$ cat config.mk
export PLATFORM = sky130hd
export DESIGN_NAME = ext_stage
export DESIGN_NICKNAME = d
export VERILOG_FILES = /design/src/rtl/ext_stage.sv
export SDC_FILE = /design/constraint.sdc
export NUM_CORES = 1
export LEC_CHECK = 0
export BUFFER_PORTS_ARGS = -buffer_cell sky130_fd_sc_hd__buf_2
export CELL_PAD_IN_SITES_DETAIL_PLACEMENT = 1
export CELL_PAD_IN_SITES_GLOBAL_PLACEMENT = 1
export CORE_ASPECT_RATIO = 1.25
export CORE_MARGIN = 4
export CORE_UTILIZATION = 32
export DETAILED_ROUTE_END_ITERATION = 10
export PLACE_DENSITY_LB_ADDON = 0.1
export SYNTH_ARGS = -nofsm -noshare
export SYNTH_HDL_FRONTEND = slang
export SYNTH_SLANG_ARGS = --single-unit
$ cat constraint.sdc
create_clock -name clk -period 1.6 [get_ports clk]
set_input_delay 0.24 -clock clk [delete_from_list [all_inputs] [get_ports clk]]
set_output_delay 0.24 -clock clk [all_outputs]
set_load 0.03 [all_outputs]
$ cat src/rtl/ext_stage.sv
`default_nettype none
// ============================================================================
//  Module   : ext_stage
//  Purpose  : Registered operand extender. One pipeline stage that produces
//             either an extended immediate (zero / sign / load-upper) or an
//             extended load value (byte / halfword / word picked out of a
//             memory read word). Misaligned loads are flagged and counted in
//             a saturating debug counter.
//  Ports    : clk, reset        - clock, synchronous active-high reset
//             in_valid          - an operation is present this cycle
//             stall, flush      - hold the stage / kill the stage
//             mode[2:0]         - operation select
//             imm[IMM_W-1:0]    - immediate field
//             word[DATA_W-1:0]  - memory read data
//             addr_lo[LO_W-1:0] - low address bits of the load
//             out_valid, result, misalign - registered stage outputs
//             err_count[CNT_W-1:0] - saturating misaligned-load count
//  Revision : 1.0  initial release
// ============================================================================
module ext_stage #(
    parameter int DATA_W = 32,
    parameter int IMM_W  = 16,
    parameter int LO_W   = 2,
    parameter int CNT_W  = 8
) (
    input  logic              clk,
    input  logic              reset,
    input  logic              in_valid,
    input  logic              stall,
    input  logic              flush,
    input  logic [2:0]        mode,
    input  logic [IMM_W-1:0]  imm,
    input  logic [DATA_W-1:0] word,
    input  logic [LO_W-1:0]   addr_lo,
    output logic              out_valid,
    output logic [DATA_W-1:0] result,
    output logic              misalign,
    output logic [CNT_W-1:0]  err_count
);

    localparam logic [2:0]       c_MODE_ZEXT = 3'd0;
    localparam logic [2:0]       c_MODE_SEXT = 3'd1;
    localparam logic [2:0]       c_MODE_LUI  = 3'd2;
    localparam logic [2:0]       c_MODE_LB   = 3'd3;
    localparam logic [2:0]       c_MODE_LBU  = 3'd4;
    localparam logic [2:0]       c_MODE_LH   = 3'd5;
    localparam logic [2:0]       c_MODE_LHU  = 3'd6;
    localparam logic [2:0]       c_MODE_LW   = 3'd7;
    localparam logic [CNT_W-1:0] c_CNT_MAX   = {CNT_W{1'b1}};

    logic              r_out_valid;
    logic [DATA_W-1:0] r_result;
    logic              r_misalign;
    logic [CNT_W-1:0]  r_err_count;

    logic [7:0]        w_byte;
    logic [15:0]       w_half;
    logic [DATA_W-1:0] w_calc;
    logic              w_misalign;

    // Byte lane addr_lo. The halfword select ignores addr_lo[0]: an odd
    // halfword address is misaligned and its result is zeroed anyway, and
    // dropping the bit keeps the select inside the word.
    assign w_byte = word[{addr_lo, 3'b000} +: 8];
    assign w_half = word[{addr_lo[LO_W-1:1], 4'b0000} +: 16];

    // Sign extension is done by filling with the sign bit first and then
    // overwriting the low field, which works for every legal width pairing
    // (including 2*IMM_W == DATA_W where there is nothing to extend).
    always_comb begin
        w_calc     = '0;
        w_misalign = 1'b0;
        case (mode)
            c_MODE_ZEXT: begin
                w_calc[IMM_W-1:0] = imm;
            end
            c_MODE_SEXT: begin
                w_calc            = {DATA_W{imm[IMM_W-1]}};
                w_calc[IMM_W-1:0] = imm;
            end
            c_MODE_LUI: begin
                w_calc              = {DATA_W{imm[IMM_W-1]}};
                w_calc[2*IMM_W-1:0] = {imm, {IMM_W{1'b0}}};
            end
            c_MODE_LB: begin
                w_calc      = {DATA_W{w_byte[7]}};
                w_calc[7:0] = w_byte;
            end
            c_MODE_LBU: begin
                w_calc[7:0] = w_byte;
            end
            c_MODE_LH: begin
                w_calc       = {DATA_W{w_half[15]}};
                w_calc[15:0] = w_half;
                w_misalign   = addr_lo[0];
            end
            c_MODE_LHU: begin
                w_calc[15:0] = w_half;
                w_misalign   = addr_lo[0];
            end
            c_MODE_LW: begin
                w_calc     = word;
                w_misalign = (addr_lo != '0);
            end
            default: begin
                w_calc = '0;
            end
        endcase
        if (w_misalign) begin
            w_calc = '0;
        end
    end

    // Stage register. Flush beats stall so a killed stage never survives a
    // held pipeline; the counter only moves on an accepted operation.
    always_ff @(posedge clk) begin
        if (reset) begin
            r_out_valid <= 1'b0;
            r_result    <= '0;
            r_misalign  <= 1'b0;
            r_err_count <= '0;
        end else if (flush) begin
            r_out_valid <= 1'b0;
            r_result    <= '0;
            r_misalign  <= 1'b0;
        end else if (stall) begin
            r_out_valid <= r_out_valid;
            r_result    <= r_result;
            r_misalign  <= r_misalign;
        end else if (in_valid) begin
            r_out_valid <= 1'b1;
            r_result    <= w_calc;
            r_misalign  <= w_misalign;
            if (w_misalign && (r_err_count != c_CNT_MAX)) begin
                r_err_count <= r_err_count + 1'b1;
            end
        end else begin
            r_out_valid <= 1'b0;
            r_result    <= '0;
            r_misalign  <= 1'b0;
        end
    end

    assign out_valid = r_out_valid;
    assign result    = r_result;
    assign misalign  = r_misalign;
    assign err_count = r_err_count;

endmodule
`default_nettype wire

==> results.toml, run 1 <==
[synth]
ys.flop_type = "dfxtp_1"
async_reset_ff_frac = 0
synthMuxAreaShare = 0.07166
synthXorXnorAreaFrac = 0.006515
synthAdderAreaFrac = 0.004653
synth_top_family_by_area = "compound AO/OA/AOI/OAI gates"
synth_edf_count = 0
avgSynthCellArea_um2 = 8.350
syn-cell-area_mm2 = 0.002689
syn-instance-count = 322
syn-num-nets = 381
synth_compound_area_frac = 0.3769
yosys_register_bits = 42
synthSimpleGateAreaFrac = 0.1726
synth-seq-area-share = 0.3127
synth_cell_types = 50
yosys_warnings = 0

[timing]
period_share = 0.9241
timing.fmax_mhz = 676.4
rsz0062_at_grt = "false"
maxSlewViolCount = 0
slew_headroom = 0.5863
skew_ns = 0.001120
hold_viol_final = 0
finalSetupViolations = 0
worstMarginPinSlew_ns = 0.6182
hold_ws_ns = 0.2211
final.min_clock_period_ns = 1.478
finalSetupTns_ns = 0

[pwr]
max-vdd-ir-drop_uv = 332.1
p_total_w = 0.002456
leakagePower_nw = 1.542
power.density_mw_per_mm2 = 658.3

[worst_setup_path]
required_ns = 1.83
cp.arrival_ns = 1.71
worst_setup_path_start_kind = "flop"
crit_slowest_cell = "or4_1"
reg2reg_depth = 4
regToRegStartpoint = "err_count[3]"
critPathBufInv = 0
crit_family = "simple AND/OR/NAND/NOR gates"
r2r_slack_ns = 0.12
cp_max_fo = 6
path_cells = "and4_1 -> and4_4 -> or4_1 -> a21oi_1"
critPathKind = "reg2reg"
cpPeakStageDelay_ns = 0.47
endpoint_kind = "flop"
r2r-end = "err_count[4]"

[clocking]
numCtsBuffers = 5
ctsHoldBuffers = 0
numClockSinks = 42
root_buffer = "clkbuf_8"
cts_max_level = 2
insertion_delay_ns = 0.30
cts.path.max_buffers = 2
cts_tree = "built"
path_clk_slew_ns = 0.09

[detailed_routing]
drc = 0
via_count = 3265
firstDrtPassIters = 5
via_per_inst = 5.958
wirelength_um = 11530
antenna_left = 0
post_drt_wl_per_cell_um = 21.04
drt_iter0_markers = 258

[die]
fp.dieW_um = 89.99
core_area_mm2 = 0.008194
dieArea_mm2 = 0.009943
row_count = 37
start_util = 0.3281
ioPinCount = 100
die_h_um = 110.5

[final_layout]
area_growth_pct = 38.76
nets = 509
most-common-layout-cells = "99 x buf_2, 48 x buf_4, 36 x dfxtp_1, 31 x nand2_1, 23 x a31oi_1"
diodes = 0
fillCellCount = 1042
mostFrequentLayoutCell = "buf_2"
layout-drive-gt1-share = 0.4013

[worst_hold_path]
min_to = "result[12]"
hold_class = "in2reg"
worstHoldStart = "word[12]"
holdPathStages = 3

[grt]
antenna_found_initial = 0
gr-total-overflow = 0
grt_pass1_wl_um = 18310
grt_max_degree = 27
grt.total_usage = 0.2263
grt_pass1_vias = 3460

[job]
max-cap-violations = 0

[placed_design]
place_hpwl_um = 8877
gp_congestion = 0.8576
port_buffers = 99

[outcome]
outcome = "completed"
-- through the flow --
step / setup slack [ns] / cell area (um^2) / util / cells
2_1_floorplan: -0.004686 / 2705 / - / 322
5_1_grt: 0.02708 / 3731 / 0.4553 / 548
3_5_place_dp: -0.1509 / 3628 / 0.4428 / 540
3_3_place_gp: -0.1503 / 3628 / 0.4428 / 540
6_report: 0.1215 / 3731 / 0.4553 / 548
4_1_cts: 0.05845 / 3727 / 0.4549 / 548
-- power by group --
| part | internal (W) | switching, W |
|---|---|---|
| clock | 0.000357 | 0.000431 |
| sequential | 0.00106 | 0.00000800 |
| combinational | 0.000256 | 0.000347 |
| total | 0.00167 | 0.000786 |
-- timing repair --
| action | CTS | global route |
|---|---|---|
| setup buffers | 0 | 0 |
| resized for setup | 0 | 3 |
| setup endpoints to repair | 0 | 3 |
-- cells in the mapped netlist, types with 4 or more instances --
| cell | count | share of area |
|---|---|---|
| nor3b_1 | 4 | 0.011 |
| a21boi_0 | 7 | 0.020 |
| a211o_1 | 18 | 0.059 |
| a311oi_1 | 7 | 0.023 |
| inv_1 | 4 | 0.0056 |
| nor2_1 | 8 | 0.011 |
| nor2b_1 | 5 | 0.012 |
| and3_1 | 8 | 0.019 |
| a211oi_1 | 9 | 0.025 |
| a22oi_1 | 16 | 0.045 |
| buf_2 | 7 | 0.013 |
| a21oi_1 | 16 | 0.030 |
| a31oi_1 | 23 | 0.054 |
| a222oi_1 | 7 | 0.026 |
| a2111oi_0 | 8 | 0.026 |
| mux2_2 | 8 | 0.034 |
| nand3_1 | 5 | 0.0093 |
| o21ai_0 | 13 | 0.024 |
| mux2i_1 | 8 | 0.030 |
| or3_1 | 8 | 0.019 |
| or4_1 | 4 | 0.011 |
| dfxtp_1 | 42 | 0.31 |
| nand2_1 | 31 | 0.043 |
| clkbuf_1 | 20 | 0.028 |
-- kinds of logic (layout without fill, tap and decap cells) --
group | after synthesis | in the layout
mux | 17 | 17
compound gates | 139 | 139
buf+inv | 34 | 163
simple gates | 87 | 87
flops | 42 | 42
fa+ha+maj | 1 | 1
xor+xnor | 2 | 2
-- layer usage --
layer | global-route usage | part of all wire | up-vias | routed length, um
li1 | - | - | 1533 | -
met1 | 0.2661 | 0.42 | 1602 | 4825
met2 | 0.4036 | 0.50 | 112 | 5765
met3 | 0.04837 | 0.055 | 18 | 637
met4 | 0.07967 | 0.026 | 0 | 299
met5 | 0 | 0 | - | 0
-- tightest hold or removal path, cell delays in order --
cell      delay (ns)
buf_2           0.11
nand2_1         0.05
a311oi_1        0.08
-- how the worst max path moves through the flow --
stage	start	to	slack [ns]	depth (start not counted)
floorplan	mode[0]	err_count[5]	-0.005	6
global placement	mode[1]	result[2]	-0.15	7
detailed placement	mode[1]	result[1]	-0.15	7
CTS	err_count[5]	err_count[4]	0.06	4
global route	mode[0]	result[8]	0.03	6
finish	err_count[3]	err_count[4]	0.12	4
-- registers in the layout, summed over array words and instances (netlist names) --
name and cells:
result 32, out_valid 1, misalign 1, err_count 8
-- area by class of cell --
| cell class | count | area, um^2 | share of cell area |
|---|---|---|---|
| Timing Repair Buffer | 151 | 935.9 | 0.2508 |
| Tap cell | 97 | 121.4 | 0.03253 |
| Inverter | 4 | 15.01 | 0.004024 |
| Clock buffer | 6 | 82.58 | 0.02213 |
| Clock inverter | 2 | 16.27 | 0.004359 |
| Sequential cell | 42 | 848.3 | 0.2274 |
| Multi-Input combinational cell | 246 | 1712 | 0.4588 |
Power figures use the tool's default switching activity.
==> run 2: changes to the inputs <==
==> config.mk (replaced) <==
export PLATFORM = sky130hd
export DESIGN_NAME = ext_stage
export DESIGN_NICKNAME = d
export VERILOG_FILES = /design/src/rtl/ext_stage.sv
export SDC_FILE = /design/constraint.sdc
export NUM_CORES = 1
export LEC_CHECK = 0
export ABC_AREA = 1
export CELL_PAD_IN_SITES_DETAIL_PLACEMENT = 1
export CELL_PAD_IN_SITES_GLOBAL_PLACEMENT = 1
export CORE_ASPECT_RATIO = 1.25
export CORE_MARGIN = 4
export CORE_UTILIZATION = 38
export DETAILED_ROUTE_END_ITERATION = 10
export DONT_BUFFER_PORTS = 1
export PLACE_DENSITY_LB_ADDON = 0.1
export SLEW_MARGIN = 20
export SYNTH_ARGS = -nofsm -noshare
export SYNTH_HDL_FRONTEND = slang
export SYNTH_SLANG_ARGS = --single-unit
==> results.toml, run 2 <==
[final_layout]
final_area_mm2 = 0.003118
nets = 537
mostFrequentLayoutCell = "nand2_1"
area_growth_pct = 7.137
largest_reg_flops = 32
diodes = 0
fillCellCount = 1020
most-common-layout-cells = "141 x nand2_1, 67 x nor2_1, 55 x a21oi_1, 45 x nand3_1, 42 x inv_1"
layout-drive-gt1-share = 0.1232

[synth]
synthTopCellsByArea = "dfxtp_1 29%, nand2_1 18%, a21oi_1 9.5%, nor2_1 8.8%, nand3_1 7.9%"
synth_cell_types = 28
synth_compound_area_frac = 0.1599
synthSimpleGateAreaFrac = 0.4114
netlist.area_leader.share = 0.2889
ys.flop_type = "dfxtp_1"
synth-seq-area-share = 0.2889
synth_edf_count = 0
avgSynthCellArea_um2 = 6.088
syn-cell-area_mm2 = 0.002910
synth_common_cells = "142 x nand2_1, 68 x nor2_1, 55 x a21oi_1"
yosys_warnings = 0
synthMuxAreaShare = 0
syn-num-nets = 537
synth.most_common_cell = "nand2_1"
synthXorXnorAreaFrac = 0.01505
synth_top_family_by_area = "simple AND/OR/NAND/NOR gates"
async_reset_ff_frac = 0
syn-instance-count = 478
synthAdderAreaFrac = 0.004299
yosys_register_bits = 42
synth_area_leader_cell = "dfxtp_1"

[clocking]
numClockSinks = 42
cts.path.max_buffers = 2
insertion_delay_ns = 0.29
cts_tree = "built"
cts_max_level = 2
root_buffer = "clkbuf_8"
path_clk_slew_ns = 0.09
numCtsBuffers = 5

[timing]
worstMarginPinSlew_ns = 0.4537
rsz0062_at_grt = "false"
finalSetupViolations = 0
final.min_clock_period_ns = 1.384
period_share = 0.8652
timing.fmax_mhz = 722.3
skew_ns = 0.01429
maxSlewViolCount = 0
slew_headroom = 0.6972
finalSetupTns_ns = 0
hold_viol_final = 0

[outcome]
outcome = "completed"

[worst_setup_path]
crit_slowest_cell = "dfxtp_1"
crit_family = "simple AND/OR/NAND/NOR gates"
worst_setup_path_start_kind = "flop"
cpPeakStageDelay_ns = 0.35
required_ns = 1.82
r2r-end = "err_count[6]"
regToRegStartpoint = "err_count[1]"
critPathKind = "reg2reg"
path_cells = "ha_1 -> nand2_1 -> nor2_2 -> nand2_1 -> nand2_2 -> inv_1 -> nand3_4 -> nand2_1 -> a21oi_1"
r2r_slack_ns = 0.22
cp_max_fo = 7
endpoint_kind = "flop"
reg2reg_depth = 9
cp_common_cell = "nand2_1"
cp.arrival_ns = 1.60
critPathBufInv = 1

[detailed_routing]
antenna_left = 0
wirelength_um = 9665
drt_iter0_markers = 116
via_count = 2995
post_drt_wl_per_cell_um = 16.93
firstDrtPassIters = 4
via_per_inst = 5.245
drc = 0

[die]
fp.dieW_um = 86.28
core_area_mm2 = 0.007401
die_h_um = 105.8
row_count = 35
ioPinCount = 100
start_util = 0.3932
dieArea_mm2 = 0.009132

[grt]
grt_pass1_wl_um = 15950
grt.total_usage = 0.2183
grt_pass1_vias = 3167
antenna_found_initial = 0
grt_max_degree = 36
gr-total-overflow = 0

[placed_design]
gp_congestion = 0.8522
place_hpwl_um = 7645
place_area_mm2 = 0.002999
port_buffers = 0

[pwr]
max-vdd-ir-drop_uv = 436.2
power.density_mw_per_mm2 = 703.7
leakagePower_nw = 1.396

[worst_hold_path]
worstHoldStart = "reset"
min_to = "err_count[6]"
hold_class = "in2reg"
holdPathStages = 1

[job]
max-cap-violations = 0
## run 2: changes by cell type in the layout (fill, tap and decap cells not counted), moves of 31 or more
cell,delta
a21oi_1,+39
buf_2,-99
buf_4,-31
inv_1,+38
nand2_1,+110
nand3_1,+40
nor2_1,+59
## run 2: layout make-up
type	count	area (um^2)	share of cell area
multi-input combinational	364	1742	0.5586
sequential	42	842.1	0.2701
inverter	46	175.2	0.05618
timing repair buffer	19	157.7	0.05056
tap	92	115.1	0.03692
clock buffer	6	72.57	0.02327
clock inverter	2	13.76	0.004414
## run 2: timing repair
action                     4_1_cts  5_1_grt
hold buffers                     1        0
buffers inserted                 0        0
gates resized for setup          0        5
setup endpoints to repair        0        8
hold endpoints to repair         4        0
## run 2: logic make-up after synthesis
kind of cell	count (synthesis)
compound gates	83
xor+xnor	5
fa+ha+maj	1
buf+inv	72
flops	42
simple gates	275
## run 2: through the flow
stage | hold WS [ns] | utilization | cells | setup WS (ns) | power, W
final | 0.01853 | 0.4213 | 571 | 0.2156 | 0.002194
after global routing | 0.005321 | 0.4213 | 571 | 0.01669 | 0.002322
after CTS | 0.005190 | 0.4183 | 571 | 0.04489 | 0.002219
after detailed placement | 0.3150 | 0.4052 | 562 | 0.07910 | 0.001516
after global placement | 0.3103 | 0.4052 | 562 | 0.1691 | 0.001509
after floorplan | 0.3091 | - | 478 | 0.008634 | 0.001464
## run 2: worst max-delay path by stage
stage | start | endpoint | slack, ns | cells after the start
after global placement | err_count[1] | err_count[6] | 0.17 | 9
final | err_count[1] | err_count[6] | 0.22 | 9
after floorplan | err_count[1] | err_count[6] | 0.009 | 9
after global routing | err_count[1] | err_count[7] | 0.02 | 7
after CTS | err_count[1] | err_count[6] | 0.04 | 9
after detailed placement | err_count[1] | err_count[7] | 0.08 | 9
## run 2: per-layer routing
layer  track usage  up-vias  routed length [um]
li1              -     1514                   -
met1        0.2589     1390                3957
met2        0.3914       82                4982
met3       0.06099        9                 646
met4       0.03786        0                  79
met5             0        -                   0
## run 2: report_power, final
group | internal (W) | switching [W]
clock | 0.000309 | 0.000389
sequential | 0.00106 | 0.0000323
combinational | 0.000138 | 0.000268
==> run 3: changes to the inputs <==
--- a/config.mk
+++ b/config.mk
@@ -5,12 +5,11 @@
 export SDC_FILE = /design/constraint.sdc
 export NUM_CORES = 1
 export LEC_CHECK = 0
-export ABC_AREA = 1
 export CELL_PAD_IN_SITES_DETAIL_PLACEMENT = 1
 export CELL_PAD_IN_SITES_GLOBAL_PLACEMENT = 1
 export CORE_ASPECT_RATIO = 1.25
 export CORE_MARGIN = 4
-export CORE_UTILIZATION = 38
+export CORE_UTILIZATION = 41
 export DETAILED_ROUTE_END_ITERATION = 10
 export DONT_BUFFER_PORTS = 1
 export PLACE_DENSITY_LB_ADDON = 0.1
==> results.toml, run 3 (synthesis gave the netlist of run 1 again) <==
[timing]
timing.fmax_mhz = 679.4
worstMarginPinSlew_ns = 1.109
maxSlewViolCount = 0
finalSetupTns_ns = 0
final.min_clock_period_ns = 1.472
period_share = 0.9199
slew_headroom = 0.2557
hold_viol_final = 0
rsz0062_at_grt = "false"
setup_slack_ns = 0.1281
skew_ns = 0.007821
finalSetupViolations = 0

[die]
row_count = 32
dieArea_mm2 = 0.007926
die_h_um = 98.54
start_util = 0.4277
ioPinCount = 100
fp.dieW_um = 80.43
core_area_mm2 = 0.006286

[clocking]
numClockSinks = 42
numCtsBuffers = 5
root_buffer = "clkbuf_8"
cts_setup_buffers = 0
cts_max_level = 2
insertion_delay_ns = 0.31
cts.path.max_buffers = 2
cts_tree = "built"
path_clk_slew_ns = 0.08

[pwr]
power.density_mw_per_mm2 = 803.5
max-vdd-ir-drop_uv = 494.4
leakagePower_nw = 1.005

[job]
max-cap-violations = 0

[worst_setup_path]
endpoint_kind = "flop"
required_ns = 1.83
worst_setup_path_start_kind = "flop"
cp_max_fo = 5
critPathKind = "reg2reg"
cp.arrival_ns = 1.70

[detailed_routing]
via_per_inst = 6.651
drc = 0
via_count = 2780
post_drt_wl_per_cell_um = 23.12
firstDrtPassIters = 6
wirelength_um = 9666
drt_iter0_markers = 275
antenna_left = 0

[grt]
antenna_found_initial = 0
grt_max_degree = 45
grt.total_usage = 0.2411
grt_pass1_wl_um = 15130
gr-total-overflow = 0
grt_pass1_vias = 2848

[final_layout]
layout-drive-gt1-share = 0.1892
largest_reg_flops = 32
multi_input_area_mm2 = 0.001714
final_area_mm2 = 0.003072
fillCellCount = 778
fin_util = 0.4887
mostFrequentLayoutCell = "dfxtp_1"
register_area_um2 = 848.3
most-common-layout-cells = "36 x dfxtp_1, 32 x buf_4, 31 x nand2_1, 23 x a31oi_1, 18 x a211o_1"
area_growth_pct = 14.24
nets = 391
diodes = 0

[placed_design]
gp_congestion = 0.8866
place_area_mm2 = 0.002918
place_hpwl_um = 6994
post-place-ws_ns = -0.06798
port_buffers = 0

[outcome]
outcome = "completed"

[worst_hold_path]
hold_class = "in2reg"
-- run 3: cell count changes in the layout (fill, tap and decap cells not counted), sizes merged, moves of 9 or more --
cell    before  now
a211oi       0    9
nand2      148   31
nand3       50    6
a21oi       65   16
inv         46    4
buf         18   32
a211o        0   18
nor2        73    9
a31oi        1   23
a22oi        0   16
-- run 3: final cells by class --
| cell class | instances | area share |
|---|---|---|
| tap | 85 | 0.03462 |
| sequential | 42 | 0.2762 |
| timing repair buffer | 33 | 0.08147 |
| inverter | 4 | 0.004888 |
| clock inverter | 3 | 0.02240 |
| multi-input combinational | 246 | 0.5580 |
| clock buffer | 5 | 0.02240 |
-- run 3: path summary, 6_finish.rpt --
check / start / endpoint / slack (ns) / cells after the start
worst max-delay path: err_count[5] / err_count[4] / 0.13 / 4
worst min-delay path: reset / err_count[1] / 0.03 / 1
worst max register to register: err_count[5] / err_count[4] / 0.13 / 4
worst min register to register: result[10] / result[10] / 0.61 / 2
-- run 3: timing repair --
action,in CTS,in global routing
endpoints found under the hold margin,6,0
endpoints found under the setup margin,0,1
gates resized for setup,0,3
hold buffers,1,0
-- run 3: routing by layer --
metal | vias up | wire [um] | global-route usage
met5 | - | 0 | 0
met4 | 0 | 139 | 0.07022
met3 | 12 | 855 | 0.08501
met2 | 99 | 4823 | 0.4018
met1 | 1368 | 3847 | 0.2894
li1 | 1301 | - | -
-- run 3: power breakdown --
group	switching, W	total, W	internal (W)	leakage [nW]
Combinational	0.000189	0.000329	0.000141	0.595
Clock	0.000427	0.00105	0.000626	0.0683
Sequential	0.0000283	0.00109	0.00106	0.342
-- run 3: worst max-delay path, stage by stage, from the launching register on --
cell,delay [ns]
dfxtp_2,0.33
and4_1,0.23
and4_4,0.23
or4_1,0.47
a21oi_1,0.15
-- run 3: per-stage QoR --
stage               hold slack (ns)  total power (W)  instances
floorplan                    0.4066         0.001382        322
global placement             0.3030         0.001428        409
detailed placement           0.3054         0.001434        409
CTS                         0.02209         0.002489        418
global route                0.03000         0.002557        418
finish                      0.02991         0.002468        418
